### src/rtl/slot_pkg.sv
// slot_pkg: definitions shared by the slot-machine blocks.
//   - FSM state codes for the coin-out controller
//   - WIN codes reported to the main controller and the display
//   - default prize values, so the LCD logic can show the prize table
//   - helper to size the shared cycle timer
package slot_pkg;

    // Coin-out controller states
    localparam logic [2:0] ST_IDLE     = 3'd0;
    localparam logic [2:0] ST_SCORE    = 3'd1;
    localparam logic [2:0] ST_PULSE    = 3'd2;
    localparam logic [2:0] ST_WAIT_ACK = 3'd3;
    localparam logic [2:0] ST_GAP      = 3'd4;
    localparam logic [2:0] ST_FAULTED  = 3'd5;

    // Score codes
    localparam logic [1:0] WIN_NONE   = 2'd0;
    localparam logic [1:0] WIN_PAIR   = 2'd1;
    localparam logic [1:0] WIN_TRIPLE = 2'd2;
    localparam logic [1:0] WIN_SEVEN  = 2'd3;

    // Default prize table and counter width
    localparam int PAY_SEVEN_DEF  = 50;
    localparam int PAY_TRIPLE_DEF = 10;
    localparam int PAY_PAIR_DEF   = 2;
    localparam int CW_DEF         = 7;

    function automatic int max3(input int a, input int b, input int c);
        int m;
        m = a;
        if (b > m) m = b;
        if (c > m) m = c;
        return m;
    endfunction

endpackage

### src/rtl/reel_scorer.sv
// reel_scorer: combinational scoring of three stopped reel digits.
// Ports:
//   reel1..reel3 in  4   BCD digits of the stopped reels
//   win          out 2   WIN_NONE / WIN_PAIR / WIN_TRIPLE / WIN_SEVEN
//   pay          out CW  prize in coins for that score
// Only adjacent pairs score; reel1 == reel3 on its own is no win.
module reel_scorer #(
    parameter int CW         = slot_pkg::CW_DEF,
    parameter int PAY_SEVEN  = slot_pkg::PAY_SEVEN_DEF,
    parameter int PAY_TRIPLE = slot_pkg::PAY_TRIPLE_DEF,
    parameter int PAY_PAIR   = slot_pkg::PAY_PAIR_DEF
) (
    input  logic [3:0]    reel1,
    input  logic [3:0]    reel2,
    input  logic [3:0]    reel3,
    output logic [1:0]    win,
    output logic [CW-1:0] pay
);
    import slot_pkg::*;

    logic eq12;
    logic eq23;

    assign eq12 = (reel1 == reel2);
    assign eq23 = (reel2 == reel3);

    always_comb begin
        win = WIN_NONE;
        pay = '0;
        if (eq12 && eq23) begin
            if (reel1 == 4'd7) begin
                win = WIN_SEVEN;
                pay = CW'(PAY_SEVEN);
            end else begin
                win = WIN_TRIPLE;
                pay = CW'(PAY_TRIPLE);
            end
        end else if (eq12 || eq23) begin
            win = WIN_PAIR;
            pay = CW'(PAY_PAIR);
        end
    end

endmodule

### src/rtl/coin_payout.sv
// coin_payout: coin-out controller of the slot machine.
// Scores the stopped reels on EVAL, or pays the whole CREDIT on CASH_OUT,
// and drives the hopper one coin at a time, waiting for HOPPER_ACK on each.
// Ports:
//   CLK, RST     in       clock, synchronous active-high reset
//   EVAL         in  1    pulse: reels stopped, score REEL1..3
//   REEL1..3     in  4    BCD reel digits
//   CASH_OUT     in  1    pulse: pay out CREDIT
//   CREDIT       in  CW   current player credit
//   HOPPER_ACK   in  1    coin-drop sensor (level, already synchronised)
//   HOPPER_EN    out 1    hopper motor drive
//   COIN_DONE    out 1    one pulse per confirmed coin
//   PAY_LEFT     out CW   coins still to pay
//   WIN          out 2    last score code
//   BUSY         out 1    controller not idle
//   FAULT        out 1    sticky hopper-jam flag
module coin_payout #(
    parameter int PULSE_CYC   = 50,
    parameter int GAP_CYC     = 100,
    parameter int TIMEOUT_CYC = 5000,
    parameter int PAY_SEVEN   = slot_pkg::PAY_SEVEN_DEF,
    parameter int PAY_TRIPLE  = slot_pkg::PAY_TRIPLE_DEF,
    parameter int PAY_PAIR    = slot_pkg::PAY_PAIR_DEF,
    parameter int CW          = slot_pkg::CW_DEF
) (
    input  logic          CLK,
    input  logic          RST,
    input  logic          EVAL,
    input  logic [3:0]    REEL1,
    input  logic [3:0]    REEL2,
    input  logic [3:0]    REEL3,
    input  logic          CASH_OUT,
    input  logic [CW-1:0] CREDIT,
    input  logic          HOPPER_ACK,
    output logic          HOPPER_EN,
    output logic          COIN_DONE,
    output logic [CW-1:0] PAY_LEFT,
    output logic [1:0]    WIN,
    output logic          BUSY,
    output logic          FAULT
);
    import slot_pkg::*;

    localparam int MAX_CYC = max3(PULSE_CYC, GAP_CYC, TIMEOUT_CYC);
    localparam int TW      = $clog2(MAX_CYC + 1);

    localparam logic [TW-1:0] PULSE_LOAD   = TW'(PULSE_CYC - 1);
    localparam logic [TW-1:0] GAP_LOAD     = TW'(GAP_CYC - 1);
    localparam logic [TW-1:0] TIMEOUT_LOAD = TW'(TIMEOUT_CYC - 1);

    logic [2:0]    state;
    logic [TW-1:0] timer;      // one down-counter shared by PULSE, WAIT_ACK and GAP
    logic [3:0]    reel1_q;
    logic [3:0]    reel2_q;
    logic [3:0]    reel3_q;
    logic          ack_prev;
    logic          ack_mem;    // rising edge seen while the motor was still on
    logic [CW-1:0] pay_left;
    logic [1:0]    win;
    logic          fault;

    logic [1:0]    score_win;
    logic [CW-1:0] score_pay;
    logic          ack_rise;
    logic          coin_take;

    reel_scorer #(
        .CW         (CW),
        .PAY_SEVEN  (PAY_SEVEN),
        .PAY_TRIPLE (PAY_TRIPLE),
        .PAY_PAIR   (PAY_PAIR)
    ) u_scorer (
        .reel1 (reel1_q),
        .reel2 (reel2_q),
        .reel3 (reel3_q),
        .win   (score_win),
        .pay   (score_pay)
    );

    // A held-high sensor counts once: only 0->1 transitions are acks.
    assign ack_rise  = HOPPER_ACK & ~ack_prev;
    assign coin_take = (state == ST_WAIT_ACK) && (ack_mem || ack_rise) && (pay_left != '0);

    always_ff @(posedge CLK) begin
        if (RST) begin
            state    <= ST_IDLE;
            timer    <= '0;
            reel1_q  <= '0;
            reel2_q  <= '0;
            reel3_q  <= '0;
            ack_prev <= 1'b0;
            ack_mem  <= 1'b0;
            pay_left <= '0;
            win      <= WIN_NONE;
            fault    <= 1'b0;
        end else begin
            ack_prev <= HOPPER_ACK;
            case (state)
                ST_IDLE: begin
                    if (EVAL) begin
                        reel1_q <= REEL1;
                        reel2_q <= REEL2;
                        reel3_q <= REEL3;
                        state   <= ST_SCORE;
                    end else if (CASH_OUT) begin
                        pay_left <= CREDIT;
                        if (CREDIT != '0) begin
                            state   <= ST_PULSE;
                            timer   <= PULSE_LOAD;
                            ack_mem <= 1'b0;
                        end
                    end
                end
                ST_SCORE: begin
                    win      <= score_win;
                    pay_left <= score_pay;
                    if (score_pay != '0) begin
                        state   <= ST_PULSE;
                        timer   <= PULSE_LOAD;
                        ack_mem <= 1'b0;
                    end else begin
                        state <= ST_IDLE;
                    end
                end
                ST_PULSE: begin
                    if (ack_rise) ack_mem <= 1'b1;
                    if (timer == '0) begin
                        state <= ST_WAIT_ACK;
                        timer <= TIMEOUT_LOAD;
                    end else begin
                        timer <= timer - 1'b1;
                    end
                end
                ST_WAIT_ACK: begin
                    if (coin_take) begin
                        pay_left <= pay_left - 1'b1;
                        ack_mem  <= 1'b0;
                        if (pay_left == CW'(1)) begin
                            state <= ST_IDLE;
                            timer <= '0;
                        end else begin
                            state <= ST_GAP;
                            timer <= GAP_LOAD;
                        end
                    end else if (timer == '0) begin
                        fault <= 1'b1;
                        state <= ST_FAULTED;
                    end else begin
                        timer <= timer - 1'b1;
                    end
                end
                ST_GAP: begin
                    if (timer == '0) begin
                        state   <= ST_PULSE;
                        timer   <= PULSE_LOAD;
                        ack_mem <= 1'b0;
                    end else begin
                        timer <= timer - 1'b1;
                    end
                end
                ST_FAULTED: begin
                    state <= ST_FAULTED;
                end
                default: begin
                    state <= ST_IDLE;
                end
            endcase
        end
    end

    assign HOPPER_EN = (state == ST_PULSE);
    assign COIN_DONE = coin_take;
    assign PAY_LEFT  = pay_left;
    assign WIN       = win;
    assign BUSY      = (state != ST_IDLE);
    assign FAULT     = fault;

endmodule

### config.mk
export PLATFORM = sky130hd
export DESIGN_NAME = coin_payout
export DESIGN_NICKNAME = d
export VERILOG_FILES = /design/src/rtl/slot_pkg.sv /design/src/rtl/reel_scorer.sv /design/src/rtl/coin_payout.sv
export SDC_FILE = /design/constraint.sdc
export NUM_CORES = 1
export LEC_CHECK = 0
export CAP_MARGIN = 20
export CORE_MARGIN = 2
export CORE_UTILIZATION = 32
export DETAILED_ROUTE_END_ITERATION = 6
export PLACE_DENSITY_LB_ADDON = 0.1
export REMOVE_ABC_BUFFERS = 1
export SLEW_MARGIN = 20
export SYNTH_ARGS = -nofsm -noshare
export SYNTH_HDL_FRONTEND = slang
export SYNTH_SLANG_ARGS = --single-unit
### constraint.sdc
create_clock -name CLK -period 4.25 [get_ports CLK]
set_input_delay 1.275 -clock CLK [delete_from_list [all_inputs] [get_ports CLK]]
set_output_delay 1.275 -clock CLK [all_outputs]
set_load 0.005 [all_outputs]
# Word level (Yosys, flattened, before mapping)

Cells that the tools add are included.

Word-level logic and storage cells: 93
Input port bits: 24
ROM bits: 0
Bits in latches: 0
Memories kept: 0
RAM bits: 0
Register bits: 40

$lt $le $gt $ge: 0
Multiplexer cells: 38
Multipliers: 0
Bitwise gates (word level): 3
Add/sub/neg operators: 2
Shift-type cells: 0
Div/mod/pow operators: 0
Equality and inequality tests: 21
Reductions and logical operators: 19

Operators with widths:

| operator                | count |
|---|---|
| $mux W13                | 8 |
| $pmux W13 S5            | 1 |
| $mux W7                 | 5 |
| $mux W3                 | 8 |
| $pmux W7 S3             | 1 |
| $reduce_bool A7 Y1      | 3 |
| $pmux W3 S6             | 1 |
| $logic_not A13 Y1       | 1 |
| $sub A13 B1 Y13 const B | 1 |
| $ne A2 B2 Y1 const B    | 6 |
| $mux W1                 | 9 |
| $ne A3 B3 Y1 const B    | 3 |
| $eq A4 B4 Y1            | 2 |
| $reduce_and A8 Y1       | 1 |
| $eq A7 B1 Y1 const B    | 1 |
| $sub A7 B1 Y7 const B   | 1 |
| $eq A3 B2 Y1 const B    | 2 |
| $eq A3 B3 Y1 const B    | 2 |
| $mux W2                 | 3 |
| $mux W6                 | 1 |
| $reduce_and A6 Y1       | 1 |
| $reduce_bool A3 Y1      | 2 |
| $pmux W1 S5             | 1 |
| $reduce_and A5 Y1       | 1 |
| other kinds (13)        | 18 |

# Longest topological paths before layout

Depth after elaboration: 7
Mapped depth: 10
Depth with buffers taken out: 8

# Hierarchy

From an unflattened synthesis, not the netlist that was laid out.

Cells, all modules: 350
Area total of the unflattened synthesis: 2,637.5 µm²

By module, submodules not included:

| module      | sequential area each (µm²) | cells an instance | area each (µm²) | instances |
|---|---|---|---|---|
| coin_payout | 800.8                      | 329               | 2,486.1         | 1 |
| reel_scorer | 0.0                        | 21                | 151.4           | 1 |

# Worst setup path before layout

No wires, ideal clock.

Path kind: in2out
Start point: input port HOPPER_ACK
End point: output port COIN_DONE
Arrival time: 1,725 ps
Stages: 3
Slack: 1,250 ps
Buffers on the path: 0
Required time: 2,975 ps
Cells stage by stage: and2b_1 o22ai_4 nor2_1

Word-level cells in the longest chain between the ends: 4

Ends and longest elaborated chain:

| element                           | RTL line          | source |
|---|---|---|
| start: declaration                | coin_payout.sv:34 | `input logic HOPPER_ACK,` |
| $and A1 B1 Y1                     | coin_payout.sv:81 | `assign ack_rise = HOPPER_ACK & ~ack_prev;` |
| $logic_or A1 B1 Y1                | coin_payout.sv:82 | `assign coin_take = (state == ST_WAIT_ACK) && (ack_mem \|\| ack_rise) && (pay_left != '0);` |
| $logic_and A1 B1 Y1 (2 in series) | coin_payout.sv:82 |  |
| end: declaration                  | coin_payout.sv:36 | `output logic COIN_DONE,` |

No other way between the ends.

# Worst setup path after layout

Same ends and word-level chain as after synthesis.

==> metrics <==
initial core utilization 32.6%; Synth Area in XOR/XNOR 3.53%; I/O pins 37; Seq/Total Area, Yosys 32.3%; simple-gate share of the synthesized area about 28%; RSZ-0062 raised after global routing false; status complete, no violations; Yosys warnings 0; DP Wirelength 5110 um; Hold Worst Slack 0.447 ns; TritonCTS clock tree yes; worst vdd ir 0.000317 V; Worst Path Required ~3.0 ns; post-synth top area share 32.3%; CP arrival roughly 2.7 ns; fillers 814; Mapped Area 0.00248 mm^2; wirelength, routed between 6000 and 7000 um; async set or reset register ratio after synthesis 0%; # port buffers 36; cell family with the largest share of critical-path delay buffers and inverters; post-synthesis compound-gate area fraction slightly below 30%; Setup TNS 0 ns; Pwr Density 743 mW/mm^2; Non-Filler Instances 452; number of library cell types mapped by synthesis 60; clock root cell clkbuf_8; post-cts resize count 0; share of cells above drive strength 1 8.86%; clk slew on worst S/H paths ~0.080 ns; hold buffers post-CTS 0; GPL Wtd Cong 0.824; Post-synth EDFFs 0; placed inst area 0.00293 mm^2; Setup CP Type in2out; Die Wd 92.1 um; clk_skew approximately 0.010 ns; Design Area, Final 0.00301 mm^2; die area 0.00847 mm^2; Post-synth top flop dfxtp_1; cts bufs inserted 5; Buf+Inv Stages, Crit Path 2; max-slew violation count 0; Critical Path Max Stage Delay a little over 0.5 ns; Fmax achieved 0.251 GHz; most frequent CP cell clkdlybuf4s50_1; max cap viols 0; 1st-pass router iterations 4; Sink Count 40; max_slew headroom 44.5%; worst-path cell chain clkdlybuf4s50_1, and2b_1, o22ai_4, nor2_1, clkdlybuf4s50_1; Synth Instances 317; Die Ht 92.1 um; slowest CP cell clkdlybuf4s50_1; global-route usage over all layers 16.8%; initial DRC count about 120; CP endpoint kind output port; adder-cell share of the synthesized area 2.02%; largest net degree at the start of global routing 21; crit start category input pin; min Tclk post-route about 4 ns; Yosys top cell by area dfxtp_1; Worst Hold Class reg2reg; main combinational cell family by area after synthesis compound AO/OA/AOI/OAI gates; row count 32; final core utilization 39.6%; number of synthesized register bits 40; Setup Buffers After CTS 0; vias per inst 5.28; Routed WL per cell 15.4 um; vias in the first global route 2206; Core ar. 0.00761 mm^2; antenna cell count 0; final hold violations 0; Crit Path Max Fanout 5; post-synthesis mux area share 0%; initial antenna violation count 0; final antenna-violating net count 0; global-route wire length before repair ~11000 um; H-tree Lvls 2; # DRC 0; fin nets 378; worst-margin pin slew ~0.83 ns; cell with the most instances after synthesis nand2_1; CTS Buffer Depth 2; LEAKAGE ~1.1 nW; largest cells by area after synthesis dfxtp_1 (32%), nand2_1 (7.3%), a21oi_1 (6.5%); area delta synth->final 21.3%; placed cells 445; grt total ovfl 0; synth cell count leaders nand2_1 (48), dfxtp_1 (40), a21oi_1 (32); period utilization 93.6%; syn avg cell area 7.83 um^2; Final Setup Violations 0; routed vias 2388; worst-skew pair later-pin latency 0.30 ns
## path summary, 6_finish.rpt
check,from,to,slack [ns],cells past startpoint
setup reg to reg,PAY_LEFT[0]$_SDFFE_PP0P_,timer[2]$_SDFFE_PP0P_,1.85,8
hold / removal,FAULT$_SDFFE_PP0P_,FAULT$_SDFFE_PP0P_,0.45,2
hold reg to reg,FAULT$_SDFFE_PP0P_,FAULT$_SDFFE_PP0P_,0.45,2
setup / recovery,HOPPER_ACK,COIN_DONE,0.27,5
## flip-flops by register name, indices dropped and copies added, names as in the netlist
| register | count |
|---|---|
| ack_mem | 1 |
| reel1_q | 4 |
| state | 3 |
| WIN | 2 |
| reel2_q | 4 |
| PAY_LEFT | 7 |
| ack_prev | 1 |
| timer | 13 |
| reel3_q | 4 |
| FAULT | 1 |
## power by group
group	total (mW)	internal (mW)	switching, mW
registers	0.623	0.483	0.139
logic	1.36	0.567	0.795
clock network	0.254	0.111	0.142
total	2.24	1.16	1.08
## logic make-up (layout without fill, tap and decap cells)
logic type | Yosys count | count (layout)
compound gates | 103 | 103
xor+xnor | 10 | 10
fa+ha+maj | 4 | 4
buf+inv | 27 | 60
flops | 40 | 40
simple gates | 133 | 133
## cell type report
class / count / area (um^2) / area share, %
inverter: 12 / 45.0 / 1.50
tap: 102 / 128 / 4.24
timing repair buffer: 41 / 398 / 13.2
clock buffer: 5 / 68.8 / 2.29
sequential: 40 / 801 / 26.6
clock inverter: 2 / 12.5 / 0.416
multi-input combinational: 250 / 1560 / 51.7
## stage by stage
step | power [mW] | setup slack (ns)
after CTS | 2.25 | 0.238
after floorplan | 1.58 | 1.25
after global placement | 1.98 | 0.237
after detailed placement | 1.98 | 0.243
final | 2.24 | 0.271
after global routing | 2.44 | 0.224
## metal layers
layer | GRT usage [%] | part of all wire (%) | up-vias
li1 | - | - | 1222
met1 | 24.0 | 51 | 1123
met2 | 26.5 | 46 | 39
met3 | 2.79 | 2.5 | 4
met4 | 3.73 | 0.82 | 0
met5 | 0 | 0 | -
## layout by cell type, fill, tap and decap left out, types with 2 or more instances in the layout
cell             instances
a211oi_1                 6
a211oi_2                 5
a21o_1                   4
a21oi_1                 32
a221oi_1                 2
a22oi_1                  5
a31oi_1                  3
a41o_1                   2
a41oi_1                  2
and2_1                   3
buf_4                    5
clkbuf_8                 5
clkdlybuf4s50_1         36
dfxtp_1                 40
ha_1                     4
inv_1                   11
nand2_1                 48
nand2b_1                 8
nand3_1                  8
nand4_1                  5
nor2_1                  26
nor2b_1                  5
nor3_1                   6
nor4_1                   4
nor4_2                   2
o21ai_0                 12
o21ai_1                  8
o221ai_1                 3
o31ai_1                  3
o32ai_1                  2
or3_1                    5
or3_4                    2
xnor2_1                  2
xor2_1                   8
## worst min-delay path, delay by kind of cell, from the launching register on
family / cells / cell delay, ns
flops: 1 / 0.31
buf+inv: 1 / 0.05
compound gates: 1 / 0.05
(Power assumes the default switching activity.)
